$ cat config.mk
export PLATFORM = sky130hd
export DESIGN_NAME = exe_div_ctrl
export DESIGN_NICKNAME = d
export VERILOG_FILES = /design/src/rtl/div_pkg.sv /design/src/rtl/div_datapath.sv /design/src/rtl/exe_div_ctrl.sv
export SDC_FILE = /design/constraint.sdc
export NUM_CORES = 1
export LEC_CHECK = 0
export BUFFER_PORTS_ARGS = -buffer_cell sky130_fd_sc_hd__buf_2
export CAP_MARGIN = 20
export CORE_UTILIZATION = 25
export CTS_BUF_LIST = sky130_fd_sc_hd__clkbuf_8
export DETAILED_ROUTE_END_ITERATION = 6
export PLACE_DENSITY = 0.44
export RECOVER_POWER = 25
export SYNTH_ARGS = -nofsm -noshare
export SYNTH_HDL_FRONTEND = slang
export SYNTH_HIERARCHICAL = 1
export SYNTH_SLANG_ARGS = --single-unit
$ cat constraint.sdc
create_clock -name clk -period 8.5 [get_ports clk]
set_input_delay 0.425 -clock clk [delete_from_list [all_inputs] [get_ports clk]]
set_output_delay 0.425 -clock clk [all_outputs]
set_load 0.01 [all_outputs]
$ cat src/rtl/div_pkg.sv
// Shared encodings and sizing for the EXE-stage iterative divider.
package div_pkg;

    typedef enum logic [1:0] {
        DIV_IDLE = 2'd0,
        DIV_BUSY = 2'd1,
        DIV_DONE = 2'd2
    } div_state_e;

    localparam int unsigned DIV_ITER = 32;

endpackage

$ cat src/rtl/div_datapath.sv
// Radix-2 restoring divide datapath: operand magnitudes, one
// shift/subtract step per strobe, and sign fix-up into the result registers.
module div_datapath
    import div_pkg::*;
#(
    parameter int unsigned DIV_W = DIV_ITER
) (
    input  logic             clk,
    input  logic             resetn,
    input  logic             i_load,
    input  logic             i_step,
    input  logic             i_fix_sign,
    input  logic             i_signed,
    input  logic [DIV_W-1:0] i_src1,
    input  logic [DIV_W-1:0] i_src2,
    output logic [DIV_W-1:0] o_quotient,
    output logic [DIV_W-1:0] o_remainder
);

    localparam int unsigned PR_W = DIV_W + 1;

    function automatic logic [DIV_W-1:0] neg_if(input logic n, input logic [DIV_W-1:0] v);
        return n ? (~v + DIV_W'(1)) : v;
    endfunction

    // Partial remainder is always below the divisor between steps, so only
    // the shifted value needs the extra bit.
    logic [DIV_W-1:0] r_pr;
    logic [DIV_W-1:0] r_qw;
    logic [DIV_W-1:0] r_dvs;
    logic             r_sign_q;
    logic             r_sign_r;
    logic [DIV_W-1:0] r_quo;
    logic [DIV_W-1:0] r_rem;

    logic             w_neg1;
    logic             w_neg2;
    logic [DIV_W-1:0] w_mag1;
    logic [DIV_W-1:0] w_mag2;
    logic [PR_W-1:0]  w_shift;
    logic [PR_W-1:0]  w_diff;
    logic             w_qbit;
    logic [DIV_W-1:0] w_pr_next;
    logic [DIV_W-1:0] w_qw_next;

    assign w_neg1 = i_signed & i_src1[DIV_W-1];
    assign w_neg2 = i_signed & i_src2[DIV_W-1];
    assign w_mag1 = neg_if(w_neg1, i_src1);
    assign w_mag2 = neg_if(w_neg2, i_src2);

    // One restoring step: shift in the next dividend bit, subtract if it fits.
    assign w_shift   = {r_pr, r_qw[DIV_W-1]};
    assign w_diff    = w_shift - {1'b0, r_dvs};
    assign w_qbit    = ~w_diff[PR_W-1];
    assign w_pr_next = w_qbit ? w_diff[DIV_W-1:0] : w_shift[DIV_W-1:0];
    assign w_qw_next = {r_qw[DIV_W-2:0], w_qbit};

    always_ff @(posedge clk) begin
        if (!resetn) begin
            r_pr     <= '0;
            r_qw     <= '0;
            r_dvs    <= '0;
            r_sign_q <= 1'b0;
            r_sign_r <= 1'b0;
            r_quo    <= '0;
            r_rem    <= '0;
        end else begin
            if (i_load) begin
                r_pr     <= '0;
                r_qw     <= w_mag1;
                r_dvs    <= w_mag2;
                // Divide by zero keeps the all-ones quotient unsigned-looking.
                r_sign_q <= (w_neg1 ^ w_neg2) & (|i_src2);
                r_sign_r <= w_neg1;
            end else if (i_step) begin
                r_pr <= w_pr_next;
                r_qw <= w_qw_next;
            end
            if (i_fix_sign) begin
                r_quo <= neg_if(r_sign_q, w_qw_next);
                r_rem <= neg_if(r_sign_r, w_pr_next);
            end
        end
    end

    assign o_quotient  = r_quo;
    assign o_remainder = r_rem;

endmodule

$ cat src/rtl/exe_div_ctrl.sv
// EXE-stage divide sequencer: starts on a valid div request, stalls the
// stage until the result is ready, holds it for MEM, and aborts on cancel.
module exe_div_ctrl
    import div_pkg::*;
#(
    parameter int unsigned DIV_W = DIV_ITER
) (
    input  logic             clk,
    input  logic             resetn,
    input  logic             div_req,
    input  logic             div_signed,
    input  logic [DIV_W-1:0] div_src1,
    input  logic [DIV_W-1:0] div_src2,
    input  logic             div_accept,
    input  logic             div_cancel,
    output logic             div_ready_go,
    output logic             div_busy,
    output logic [DIV_W-1:0] div_quotient,
    output logic [DIV_W-1:0] div_remainder
);

    localparam int unsigned      CNT_W    = $clog2(DIV_W);
    localparam logic [CNT_W-1:0] CNT_LAST = CNT_W'(DIV_W - 1);

    div_state_e       r_state;
    logic [CNT_W-1:0] r_cnt;

    logic w_load;
    logic w_step;
    logic w_fix_sign;

    // Cancel suppresses every datapath update, including the final one.
    assign w_load     = (r_state == DIV_IDLE) & div_req & ~div_cancel;
    assign w_step     = (r_state == DIV_BUSY) & ~div_cancel;
    assign w_fix_sign = w_step & (r_cnt == CNT_LAST);

    always_ff @(posedge clk) begin
        if (!resetn) begin
            r_state <= DIV_IDLE;
            r_cnt   <= '0;
        end else if (div_cancel) begin
            r_state <= DIV_IDLE;
            r_cnt   <= '0;
        end else begin
            case (r_state)
                DIV_IDLE: begin
                    if (div_req) begin
                        r_state <= DIV_BUSY;
                        r_cnt   <= '0;
                    end
                end
                DIV_BUSY: begin
                    r_cnt <= r_cnt + CNT_W'(1);
                    if (r_cnt == CNT_LAST) begin
                        r_state <= DIV_DONE;
                    end
                end
                DIV_DONE: begin
                    if (div_accept) begin
                        r_state <= DIV_IDLE;
                    end
                end
                default: begin
                    r_state <= DIV_IDLE;
                    r_cnt   <= '0;
                end
            endcase
        end
    end

    div_datapath #(
        .DIV_W (DIV_W)
    ) u_datapath (
        .clk         (clk),
        .resetn      (resetn),
        .i_load      (w_load),
        .i_step      (w_step),
        .i_fix_sign  (w_fix_sign),
        .i_signed    (div_signed),
        .i_src1      (div_src1),
        .i_src2      (div_src2),
        .o_quotient  (div_quotient),
        .o_remainder (div_remainder)
    );

    assign div_ready_go = ~div_req | (r_state == DIV_DONE);
    assign div_busy     = (r_state == DIV_BUSY);

endmodule

==> Implementation_results.wiki <==
{| class="wikitable"
! Metric !! Value
|-
| Chip height || 218.2 um
|-
| Number of buffers and inverters on the critical path || 3
|-
| Area used by sequential logic in the layout || 3383 um2
|-
| Die X || 218.2 um
|-
| Switching pwr || 848.8 uW
|-
| Vias || 11090
|-
| Routability congestion estimate || 0.8790
|-
| DR vias/cell || 5.094
|-
| Final number of max-transition violations || 0
|-
| Maximum count of clock buffers along a single path || 2
|-
| Area fraction of the dominant cell type after synthesis || 28.95%
|-
| Kind of cell with the highest combined delay on the critical path || simple AND/OR/NAND/NOR gates
|-
| Async set-reset flop share out of synthesis || 0%
|-
| Area overhead of the layout relative to synthesis || 12.36%
|-
| Number of violations of the max-capacitance limit || 0
|-
| Standard cell core area || 45770 um2
|-
| CTS Buf Count || 17
|-
| PD cells || 166.9 nW/um2
|-
| First-pass GRT wire length || 61.79 mm
|-
| Prevailing post-synth register cell || sky130_fd_sc_hd__dfxtp_1
|-
| Part of the power in registers || 38.8%
|-
| Total Routed Length || 39.83 mm
|-
| Min Clock Period, post-route || 5.577 ns
|-
| Global-route congestion overflow total || 0
|-
| Worst slew pin tran || 0.9674 ns
|-
| Design internal power || 1.342 mW
|-
| Combinational Power Share || 32.5%
|-
| Share of the cycle needed by the critical path after routing || 65.61%
|-
| Number of library cell types mapped by synthesis || 82
|-
| Highest net fanout along the worst path || 45
|-
| Total clock sinks || 169
|-
| DRC viols || 0
|-
| Clk pin slew, worst setup/hold paths || 0.10 ns
|-
| Initial antenna violation count || 2
|-
| Starting DRC count in detailed routing || 894
|-
| Std-Cell Rows || 78
|-
| Vias in the first global route || 10430
|-
| Headroom to the max-slew limit || 34.91%
|-
| Root Buffer Master || sky130_fd_sc_hd__clkbuf_8
|-
| Pin count of the biggest net entering global routing || 78
|-
| Placed instance area || 12770 um2
|-
| Post-detailed-route wirelength per cell || 18.30 um
|-
| Sort of element at the start of the critical path || flop
|-
| Most used cells in the layout excluding fill and tap cells || sky130_fd_sc_hd__nor2_1 (186), sky130_fd_sc_hd__dfxtp_1 (169), sky130_fd_sc_hd__a211oi_1 (131)
|-
| Largest stage delay on the critical path || 0.60 ns
|-
| Syn Nets || 1605
|-
| CTS HTree Levels || 4
|-
| Design area || 13130 um2
|-
| Warnings from Yosys || 6
|-
| Cell-by-cell listing of the critical path || inv_1 > ha_1 > fa_1 > nand2b_1 > a211oi_1 > o31a_1 > o211a_1 > or3_4 > and2_4 > inv_6 > nand2_1 > o21ai_0 > inv_1 > ha_1 > nand3_1 > mux2_4 > or2_1 > nor4b_2 > mux2_1 > a21oi_1
|-
| Synthesized instance count || 1496
|-
| RSZ-0062 raised after global routing || no
|-
| Mean post-synth cell area || 7.811 um2
|-
| Final-layout setup total negative slack || 0 ns
|-
| Final Power || 2.191 mW
|-
| Endpoint arrival time on the critical path || 5.99 ns
|-
| Latest clock arrival within the worst-skew pair || 0.51 ns
|-
| Clock network power share || 28.7%
|-
| Quantity of I/O buffers inserted on ports || 135
|-
| Setup Viol. Count Final || 0
|-
| DRT Pass-1 Iters || 5
|-
| Initial Util || 25.53%
|-
| Number of filler cells placed in the layout || 5013
|-
| Post-synthesis instance area || 11680 um2
|-
| Max stage delay cell, worst path || sky130_fd_sc_hd__and2_4
|-
| Ratio of cells with drive above 1 in the final layout || 9.841%
|-
| Global routing usage summed across all routing layers || 16.76%
|-
| Part of the Yosys area used for sequential elements || 28.95%
|-
| Die footprint || 47610 um2
|-
| Post-cts repair resize count || 0
|-
| Fmax || 179.3 MHz
|-
| Number of nets in the final layout || 1671
|-
| Num ports || 136
|-
| Fraction of power spent switching nets || 38.74%
|-
| Setup skew after layout || 0.01798 ns
|-
| Clock tree from TritonCTS || yes
|-
| Cell taking the most area after synthesis || sky130_fd_sc_hd__dfxtp_1
|-
| Path class of the lowest-slack min-delay path || in -> reg
|-
| Number of nets with antenna violations after routing || 0
|-
| Biggest area contributors in the synthesized netlist || sky130_fd_sc_hd__dfxtp_1 (29%), sky130_fd_sc_hd__a211oi_1 (8.4%), sky130_fd_sc_hd__nor2_1 (6.0%)
|-
| Required time at the endpoint of the critical path || 8.92 ns
|-
| Count of hold-fix buffers inserted at cts || 0
|-
| DP HPWL || 30.94 mm
|-
| Synthesis-stage register bit count || 169
|-
| Most frequent standard cell in the layout excluding fill and tap cells || sky130_fd_sc_hd__nor2_1
|-
| Type of the worst setup path || reg -> reg
|-
| Run status || completed
|-
| EDFF count, synth || 0
|-
| Type of destination of the critical path || flop
|-
| Peak supply drop || 0.08690 mV
|-
| Leak Pwr || 4.808 nW
|-
| Area occupied by multi-input gates || 7677 um2
|-
| Hold Violations, Final || 0
|-
| Post-CTS setup buffer count || 0
|}
## synth_stat cells (all sizes together) (9+ instances only)
cell,instances
a211oi,131
a21o,17
a21oi,68
a311oi,15
a31oi,18
and2,10
and3,9
buf,28
clkbuf,68
dfxtp,169
ha,38
inv,56
mux2i,54
nand2,92
nand2b,20
nand3,46
nand4,14
nor2,187
nor2b,33
nor3,31
nor4,20
o21ai,90
o31ai,15
o41ai,9
or3,26
or4,11
xnor2,51
xor2,67
## cell families after synthesis
group                    share of synthesized area, %
XOR/XNOR                                        8.845
AND/OR/NAND/NOR                                 21.76
multiplexers                                    5.472
adder cells (fa/ha/maj)                         4.240
flip-flops                                      28.95
AO/OA/AOI/OAI                                   25.24
buffers and inverters                           5.493
## sequential cells by signal (all words and copies together) (netlist names)
signal / cells
u_datapath/o_quotient: 32
u_datapath/o_remainder: 32
u_datapath/r_dvs: 32
u_datapath/r_pr: 32
u_datapath/r_qw: 32
r_cnt: 5
r_state: 2
u_datapath/r_sign_q: 1
u_datapath/r_sign_r: 1
## power by group through the flow
stage,Sequential [mW],Clock [mW],Combinational (mW)
3_5_place_dp,0.869,0,0.710
5_1_grt,0.856,0.686,0.785
3_3_place_gp,0.869,0,0.709
6_report,0.851,0.628,0.713
4_1_cts,0.851,0.652,0.713
2_1_floorplan,0.856,0,0.521
## path summary, 6_finish.rpt
| path | start | end | slack (ns) | depth (start not counted) |
|---|---|---|---|---|
| worst max-delay path | u_datapath/r_qw[31] | u_datapath/o_remainder[26] | 2.92 | 20 |
| worst min-delay path | div_accept | r_state[1] | 0.20 | 3 |
| worst max register to register | u_datapath/r_qw[31] | u_datapath/o_remainder[26] | 2.92 | 20 |
| worst min register to register | u_datapath/o_remainder[16] | u_datapath/o_remainder[16] | 0.48 | 2 |
## worst min-delay path, cell delays in order
cell and delay (ns):
sky130_fd_sc_hd__buf_2 0.08, sky130_fd_sc_hd__o22a_1 0.13, sky130_fd_sc_hd__nor2_1 0.04
## metrics by stage
step	cells	hold WS, ns	setup WS (ns)	utilization [%]
after floorplan	1496	0.4463	3.731	-
after global placement	2143	0.4513	3.080	27.91
after detailed placement	2143	0.4570	2.998	27.91
after CTS	2175	0.1607	2.968	28.81
after global routing	2175	0.1685	2.543	28.67
final	2177	0.1974	2.923	28.68
## routing by layer
layer  track usage (%)  vias up  wire length [um]
li1                  -     5614                 -
met1             23.54     5238             19740
met2             26.41      206             18080
met3             2.310       32              1291
met4             4.848        0               723
met5                 0        -                 0
## final cells by class
type	instances	area share, %
Antenna cell	2	0.03812
Clock buffer	17	1.782
Clock inverter	15	1.372
Inverter	59	1.734
Multi-Input combinational cell	1172	58.48
Sequential cell	169	25.77
Tap cell	600	5.718
Timing Repair Buffer	143	5.108
(Power assumes the default switching activity.)
